`src/rtl/branch_predictor_pkg.sv`:
```
// Shared types for the branch predictor: counter encoding, BTB entry layout
// and the saturating counter step.
package bp_pkg;

    typedef enum logic [1:0] {
        SN = 2'd0,
        WN = 2'd1,
        WT = 2'd2,
        ST = 2'd3
    } ctr_t;

    // Tag is kept at full width (PC >> (IDX_W+2), zero-extended) so the
    // struct does not depend on the table size.
    typedef struct packed {
        logic        valid;
        logic [31:0] tag;
        logic [31:0] target;
        ctr_t        ctr;
    } btb_entry_t;

    localparam btb_entry_t BTB_RESET = '{valid: 1'b0, tag: 32'd0, target: 32'd0, ctr: WN};

    function automatic ctr_t sat_update(ctr_t c, logic taken);
        ctr_t r;
        r = c;
        case (c)
            SN: r = taken ? WN : SN;
            WN: r = taken ? WT : SN;
            WT: r = taken ? ST : WN;
            ST: r = taken ? ST : WT;
            default: r = WN;
        endcase
        return r;
    endfunction

endpackage

```
`src/rtl/branch_predictor_if.sv`:
```
// Fetch/Execute side signals of the branch predictor. Inputs are sampled
// level-wise every cycle; there is no valid/ready handshake on this bus.
interface bp_if;
    logic [31:0] PCF;
    logic        StallF;
    logic        StallD;
    logic        FlushD;
    logic        FlushE;
    logic        BranchE;
    logic        ActualTakenE;
    logic [31:0] ActualTargetE;
    logic        PredTakenF;
    logic [31:0] PredTargetF;
    logic        BranchMissed;
    logic [31:0] CorrectPCE;

    modport master (
        output PCF, StallF, StallD, FlushD, FlushE,
        output BranchE, ActualTakenE, ActualTargetE,
        input  PredTakenF, PredTargetF, BranchMissed, CorrectPCE
    );

    modport slave (
        input  PCF, StallF, StallD, FlushD, FlushE,
        input  BranchE, ActualTakenE, ActualTargetE,
        output PredTakenF, PredTargetF, BranchMissed, CorrectPCE
    );
endinterface

```
`src/rtl/branch_predictor_btb_array.sv`:
```
// BTB storage: two asynchronous read ports (Fetch, Execute) and one
// synchronous write port, cleared by the asynchronous active-low reset.
module btb_array
    import bp_pkg::*;
#(
    parameter int ENTRIES = 16,
    parameter int IDX_W   = 4
) (
    input  logic             clk,
    input  logic             reset,
    input  logic [IDX_W-1:0] i_rd_idx_f,
    output btb_entry_t       o_rd_f,
    input  logic [IDX_W-1:0] i_rd_idx_e,
    output btb_entry_t       o_rd_e,
    input  logic             i_we,
    input  logic [IDX_W-1:0] i_wr_idx,
    input  btb_entry_t       i_wr_data
);

    btb_entry_t r_mem [ENTRIES];

    // Reads see the pre-edge contents, so a same-cycle write is not bypassed.
    assign o_rd_f = r_mem[i_rd_idx_f];
    assign o_rd_e = r_mem[i_rd_idx_e];

    always_ff @(posedge clk or negedge reset) begin
        if (!reset) begin
            for (int i = 0; i < ENTRIES; i++) begin
                r_mem[i] <= BTB_RESET;
            end
        end else if (i_we) begin
            r_mem[i_wr_idx] <= i_wr_data;
        end
    end

endmodule

```
`src/rtl/branch_predictor.sv`:
```
// Dynamic branch predictor: Fetch-time BTB lookup, F->D and D->E prediction
// metadata, Execute-time misprediction detection and table update.
module branch_predictor
    import bp_pkg::*;
#(
    parameter int ENTRIES = 16,
    parameter int IDX_W   = $clog2(ENTRIES)
) (
    input  logic clk,
    input  logic reset,
    bp_if.slave  bus
);

    btb_entry_t       w_ent_f;
    btb_entry_t       w_ent_e;
    btb_entry_t       w_wr_data;
    logic             w_we;
    logic [IDX_W-1:0] w_idx_f;
    logic [IDX_W-1:0] w_idx_e;
    logic [31:0]      w_tag_f;
    logic [31:0]      w_tag_e;
    logic             w_hit_f;
    logic             w_hit_e;
    logic             w_missed;
    logic             w_act_taken;
    logic             w_unused_stall_f;

    logic             r_vD;
    logic             r_pred_taken_d;
    logic [31:0]      r_pred_target_d;
    logic [31:0]      r_pc_d;
    logic             r_vE;
    logic             r_pred_taken_e;
    logic [31:0]      r_pred_target_e;
    logic [31:0]      r_pc_e;

    // PCF is held upstream during a Fetch stall, so StallF needs no logic here.
    assign w_unused_stall_f = bus.StallF;

    assign w_idx_f = bus.PCF[IDX_W+1:2];
    assign w_tag_f = {{(IDX_W+2){1'b0}}, bus.PCF[31:IDX_W+2]};
    assign w_idx_e = r_pc_e[IDX_W+1:2];
    assign w_tag_e = {{(IDX_W+2){1'b0}}, r_pc_e[31:IDX_W+2]};

    btb_array #(
        .ENTRIES (ENTRIES),
        .IDX_W   (IDX_W)
    ) u_btb (
        .clk        (clk),
        .reset      (reset),
        .i_rd_idx_f (w_idx_f),
        .o_rd_f     (w_ent_f),
        .i_rd_idx_e (w_idx_e),
        .o_rd_e     (w_ent_e),
        .i_we       (w_we),
        .i_wr_idx   (w_idx_e),
        .i_wr_data  (w_wr_data)
    );

    assign w_hit_f         = w_ent_f.valid && (w_ent_f.tag == w_tag_f);
    assign bus.PredTakenF  = w_hit_f && (w_ent_f.ctr inside {WT, ST});
    assign bus.PredTargetF = w_hit_f ? w_ent_f.target : 32'd0;

    // A misprediction squashes the younger instruction in Decode even when
    // Decode is stalled.
    always_ff @(posedge clk or negedge reset) begin
        if (!reset) begin
            r_vD            <= 1'b0;
            r_pred_taken_d  <= 1'b0;
            r_pred_target_d <= 32'd0;
            r_pc_d          <= 32'd0;
        end else if (bus.FlushD || w_missed) begin
            r_vD            <= 1'b0;
        end else if (!bus.StallD) begin
            r_vD            <= 1'b1;
            r_pred_taken_d  <= bus.PredTakenF;
            r_pred_target_d <= bus.PredTargetF;
            r_pc_d          <= bus.PCF;
        end
    end

    always_ff @(posedge clk or negedge reset) begin
        if (!reset) begin
            r_vE            <= 1'b0;
            r_pred_taken_e  <= 1'b0;
            r_pred_target_e <= 32'd0;
            r_pc_e          <= 32'd0;
        end else begin
            r_vE            <= r_vD && !(bus.FlushE || w_missed);
            r_pred_taken_e  <= r_pred_taken_d;
            r_pred_target_e <= r_pred_target_d;
            r_pc_e          <= r_pc_d;
        end
    end

    assign w_act_taken = bus.BranchE && bus.ActualTakenE;

    assign w_missed = r_vE && (
          (bus.BranchE && (bus.ActualTakenE != r_pred_taken_e))
        || (w_act_taken && r_pred_taken_e && (bus.ActualTargetE != r_pred_target_e))
        || (!bus.BranchE && r_pred_taken_e));

    assign bus.BranchMissed = w_missed;
    assign bus.CorrectPCE   = !w_missed   ? 32'd0 :
                              w_act_taken ? bus.ActualTargetE : (r_pc_e + 32'd4);

    // Hit is recomputed on PCE because the entry may have changed since Fetch.
    assign w_hit_e = w_ent_e.valid && (w_ent_e.tag == w_tag_e);

    always_comb begin
        w_we      = 1'b0;
        w_wr_data = w_ent_e;
        if (r_vE) begin
            if (bus.BranchE) begin
                if (w_hit_e) begin
                    w_we          = 1'b1;
                    w_wr_data.ctr = sat_update(w_ent_e.ctr, bus.ActualTakenE);
                    if (bus.ActualTakenE) begin
                        w_wr_data.target = bus.ActualTargetE;
                    end
                end else if (bus.ActualTakenE) begin
                    w_we      = 1'b1;
                    w_wr_data = '{valid: 1'b1, tag: w_tag_e, target: bus.ActualTargetE, ctr: WT};
                end
            end else if (r_pred_taken_e) begin
                w_we            = 1'b1;
                w_wr_data.valid = 1'b0;
            end
        end
    end

endmodule

```
`src/flat_wrapper.sv`:
```
// flat-port wrapper written by rule: the top's interface ports become plain ports
module branch_predictor_flat import bp_pkg::*;
#(
    parameter int ENTRIES = 16,
    parameter int IDX_W   = $clog2(ENTRIES)
)
  (clk, reset, bus_PCF, bus_StallF, bus_StallD, bus_FlushD, bus_FlushE, bus_BranchE, bus_ActualTakenE, bus_ActualTargetE, bus_PredTakenF, bus_PredTargetF, bus_BranchMissed, bus_CorrectPCE);
  bp_if bus_i ();
  input  logic clk;
  input  logic reset;
  input wire logic [$bits(bus_i.PCF)-1:0] bus_PCF;
  input wire logic [$bits(bus_i.StallF)-1:0] bus_StallF;
  input wire logic [$bits(bus_i.StallD)-1:0] bus_StallD;
  input wire logic [$bits(bus_i.FlushD)-1:0] bus_FlushD;
  input wire logic [$bits(bus_i.FlushE)-1:0] bus_FlushE;
  input wire logic [$bits(bus_i.BranchE)-1:0] bus_BranchE;
  input wire logic [$bits(bus_i.ActualTakenE)-1:0] bus_ActualTakenE;
  input wire logic [$bits(bus_i.ActualTargetE)-1:0] bus_ActualTargetE;
  output wire logic [$bits(bus_i.PredTakenF)-1:0] bus_PredTakenF;
  output wire logic [$bits(bus_i.PredTargetF)-1:0] bus_PredTargetF;
  output wire logic [$bits(bus_i.BranchMissed)-1:0] bus_BranchMissed;
  output wire logic [$bits(bus_i.CorrectPCE)-1:0] bus_CorrectPCE;
  assign bus_i.PCF = bus_PCF;
  assign bus_i.StallF = bus_StallF;
  assign bus_i.StallD = bus_StallD;
  assign bus_i.FlushD = bus_FlushD;
  assign bus_i.FlushE = bus_FlushE;
  assign bus_i.BranchE = bus_BranchE;
  assign bus_i.ActualTakenE = bus_ActualTakenE;
  assign bus_i.ActualTargetE = bus_ActualTargetE;
  assign bus_PredTakenF = bus_i.PredTakenF;
  assign bus_PredTargetF = bus_i.PredTargetF;
  assign bus_BranchMissed = bus_i.BranchMissed;
  assign bus_CorrectPCE = bus_i.CorrectPCE;
  branch_predictor #(.ENTRIES(ENTRIES), .IDX_W(IDX_W)) u_core (.clk(clk), .reset(reset), .bus(bus_i));
endmodule
```
`config.mk`:
```
export PLATFORM = sky130hd
export DESIGN_NAME = branch_predictor_flat
export DESIGN_NICKNAME = d
export VERILOG_FILES = /design/src/rtl/branch_predictor_pkg.sv /design/src/rtl/branch_predictor_if.sv /design/src/rtl/branch_predictor_btb_array.sv /design/src/rtl/branch_predictor.sv /design/src/flat_wrapper.sv
export SDC_FILE = /design/constraint.sdc
export NUM_CORES = 2
export LEC_CHECK = 0
export CORE_MARGIN = 1.5
export CORE_UTILIZATION = 57
export DETAILED_ROUTE_END_ITERATION = 6
export GPL_TIMING_DRIVEN = 1
export PLACE_DENSITY = 0.73
export SKIP_LAST_GASP = 1
export SLEW_MARGIN = 20
export SYNTH_ARGS = -nofsm -noshare
export SYNTH_HDL_FRONTEND = slang
export SYNTH_SLANG_ARGS = --single-unit
export TNS_END_PERCENT = 30
```
`constraint.sdc`:
```
create_clock -name clk -period 5.3 [get_ports clk]
set_input_delay 1.06 -clock clk [delete_from_list [all_inputs] [get_ports clk]]
set_output_delay 1.06 -clock clk [all_outputs]
set_load 0.02 [all_outputs]
```
==> results.json <==
{
  "outcome": "finished, violations left",
  "violations": "setup timing",
  "wire_per_inst_um": 32.0,
  "drc": 0,
  "clkLatencyLatePin_ns": 0.76,
  "finalHoldViolCount": 0,
  "die_h_um": 337,
  "crit-reg2reg-launch": "u_core.r_pc_e[3]$_DFF_PN0_",
  "numCtsBuffers": 133,
  "fin_crit_sh_pct": 101,
  "track_usage_pct": 33.9,
  "max_freq_ghz": 0.187,
  "syn_area_per_cell_sq_um": 15.6,
  "crit_chain": "buf_16 -> buf_12 -> mux4_2 -> mux4_2 -> xnor2_1 -> nand2_2 -> a2111oi_4 -> buf_4 -> nand4_1 -> buf_6 -> buf_12 -> nor2b_2 -> buf_2",
  "finalSetupViolCount": 10,
  "core_sq_mm": 0.111,
  "end_kind": "output pin",
  "final_design_area_no_fill_sq_mm": 0.0730,
  "syn_to_final_growth_pct": 15.2,
  "ioPinCount": 138,
  "ys_types": 64,
  "slew_headroom_pct": 21.7,
  "synth_fp_nets": 4145,
  "skew_ns": 0.0271,
  "via_per_inst": 6.86,
  "ir_drop_mv": 0.341,
  "yosys.area.top_type_share_pct": 46.9,
  "initial_core_util_pct": 57.4,
  "overflow": 0,
  "drv_cap": 0,
  "synth_cells": 4069,
  "yosysMostFrequentCell": "dfrtp_1",
  "synth.area.top_cells": "dfrtp_1 47%, mux4_2 20%, mux2_2 19%",
  "ys_ff_latch": 1204,
  "rows": 122,
  "critPathSlowestCell": "mux4_2",
  "fp.dieW_um": 337,
  "drt-total-wl_um": 188000,
  "leakage_nw": 32.7,
  "worstSetupStartpointType": "primary input",
  "tightest_slew_ns": 1.17,
  "worstSetupStartpoint": "bus_PCF[2]",
  "clock_path_buffers": 3,
  "grt_pass1_wl_um": 280000,
  "path_class": "primary input to output pin",
  "cts_tree": "done",
  "h-tree-depth": 4,
  "max_stage_delay_ns": 0.49,
  "maxSlewViolCount": 0,
  "hold_class": "primary input to async pin",
  "nNetsFinal": 4333,
  "clkPwrFrac_pct": 41.8,
  "grt_max_degree": 169,
  "synth_area_sq_mm": 0.0634,
  "dr.pass1.iters": 5,
  "p_int_mw": 16.9,
  "required_ns": 4.24,
  "cts_root_buf": "clkbuf_16",
  "numClockSinks": 1204,
  "gp_congestion": 0.928,
  "period_minus_slack_ns": 5.34,
  "dp.final_hpwl_um": 116000,
  "tns_ns": -0.262,
  "dpl_cell_area_sq_mm": 0.0681,
  "route.antenna.remaining_nets": 0,
  "synth_ff_type": "dfrtp_1",
  "p_comb_share_pct": 15.1,
  "path_max_fanout": 17,
  "p_switching_mw": 6.22,
  "dieArea_sq_mm": 0.113,
  "clk_pin_slew_ns": 0.06,
  "io_buffer_count": 136,
  "drive_above_1_share_pct": 52.8,
  "synth_top_area_cell": "dfrtp_1",
  "swShare_pct": 26.9,
  "fin_ws_ns": -0.0414,
  "powerDensity_mw_per_mm2": 316,
  "critical_path_arrival_ns": 4.28,
  "rsz0062_at_grt": "yes",
  "ys_top_cells_by_count": "1188 x dfrtp_1, 1078 x mux2_2, 570 x mux4_2",
  "synth_warnings": 0,
  "vias": 40100,
  "antenna_found_initial": 7,
  "synthArstFlopShare_pct": 100,
  "grt_pass1_vias": 41300,
  "synth_seq_area_share_pct": 47.5,
  "synth_edf_count": 0,
  "seq_power_share_pct": 43.1,
  "dr.first_iter.drc_count": 4158
}
-- sequential cells by signal, indices dropped and copies added, names as in the netlist --
register and flops:
u_core.u_btb.r_mem 1072, u_core.r_pc_d 32, u_core.r_pc_e 32, u_core.r_pred_target_d 32, u_core.r_pred_target_e 32, u_core.r_pred_taken_d 1
u_core.r_pred_taken_e 1, u_core.r_vD 1, u_core.r_vE 1
-- area by class of cell --
class | count | area (sq um)
antenna | 3 | 7.51
clock buffer | 200 | 4060
clock inverter | 38 | 510
fill | 7831 | 37500
inverter | 22 | 82.6
multi-input combinational | 2458 | 31700
sequential | 1204 | 30200
tap | 1488 | 1860
timing repair buffer | 438 | 4680
-- path summary, 6_finish.rpt --
path,cells after the start,to,slack (ns)
max,13,bus_PredTargetF[16],-0.04
min,1,u_core.u_btb.r_mem[726]$_DFFE_PN0P_,0.25
max reg2reg,13,u_core.u_btb.r_mem[875]$_DFFE_PN0P_,0.24
min reg2reg,0,u_core.r_pc_e[31]$_DFF_PN0_,0.36
max in group asynchronous,2,u_core.u_btb.r_mem[943]$_DFFE_PN0P_,3.54
min in group clk,0,u_core.r_pc_e[31]$_DFF_PN0_,0.36
-- layer usage --
metal	vias up	routed length, um	global-route usage, %
li1	16100	-	-
met4	10	7700	13.9
met1	21700	75100	47.2
met3	362	17600	8.05
met5	-	93	0
met2	1954	87000	51.7
-- kinds of logic after synthesis --
group | share of synthesized area (%)
compound gates | 1.96
xor+xnor | 1.75
fa+ha+maj | 0.0789
buf+inv | 3.10
flops | 47.5
mux | 42.9
simple gates | 2.67
-- power groups by stage --
stage               Sequential [mW]  Combinational (mW)  Clock, mW
global route                   9.98                3.66       10.1
detailed placement             10.1                3.32          0
finish                         9.96                3.48       9.65
global placement               10.1                3.27          0
floorplan                      9.92                2.17          0
CTS                            9.94                3.43       9.77
-- cells in the final DEF (no fill, tap or decap), drive strengths merged, types with 4 or more instances in the layout --
cell type,count
nor2,58
dfstp,16
a211oi,31
a32o,4
o32ai,12
mux2,1182
and2,5
o21ai,20
mux2i,105
o2111ai,4
a221oi,8
ha,4
a211o,4
a21oi,25
a22o,11
clkinv,20
nor4,21
nand4,27
nor2b,43
buf,335
nor3,17
nand2,71
inv,27
a22oi,20
and3,13
clkdlybuf4s50,88
clkbuf,212
dfrtp,1188
o211ai,4
or4,7
nor3b,15
mux4,570
xnor2,90
nand3,12
xor2,37
bufinv,10
-- critical path, delay by kind of cell --
kind	cells	cell delay [ns]
AO/OA/AOI/OAI	1	0.46
XOR/XNOR	1	0.21
buffers and inverters	6	1.09
multiplexers	2	0.98
AND/OR/NAND/NOR	3	0.44
-- repair_timing --
action                                  4_1_cts  5_1_grt
endpoints found under the setup margin       41       39
pin swaps                                     8        1
gates cloned                                  2        0
hold buffers                                  0        0
gates resized for setup                     130       70
buffers inserted                              7        8
-- stage by stage --
step           util [%]  cells  hold slack (ns)  total power [mW]  setup slack (ns)
4_1_cts            66.0   5840            0.268              23.1            -0.218
5_1_grt            66.1   5848            0.283              23.8           -0.0799
2_1_floorplan         -   4069            0.350              12.1           -0.0442
3_3_place_gp       61.6   5593            0.353              13.4             -1.14
6_report           66.1   5851            0.246              23.1           -0.0414
3_5_place_dp       61.6   5593            0.357              13.5             -1.11
(Power assumes the default switching activity.)
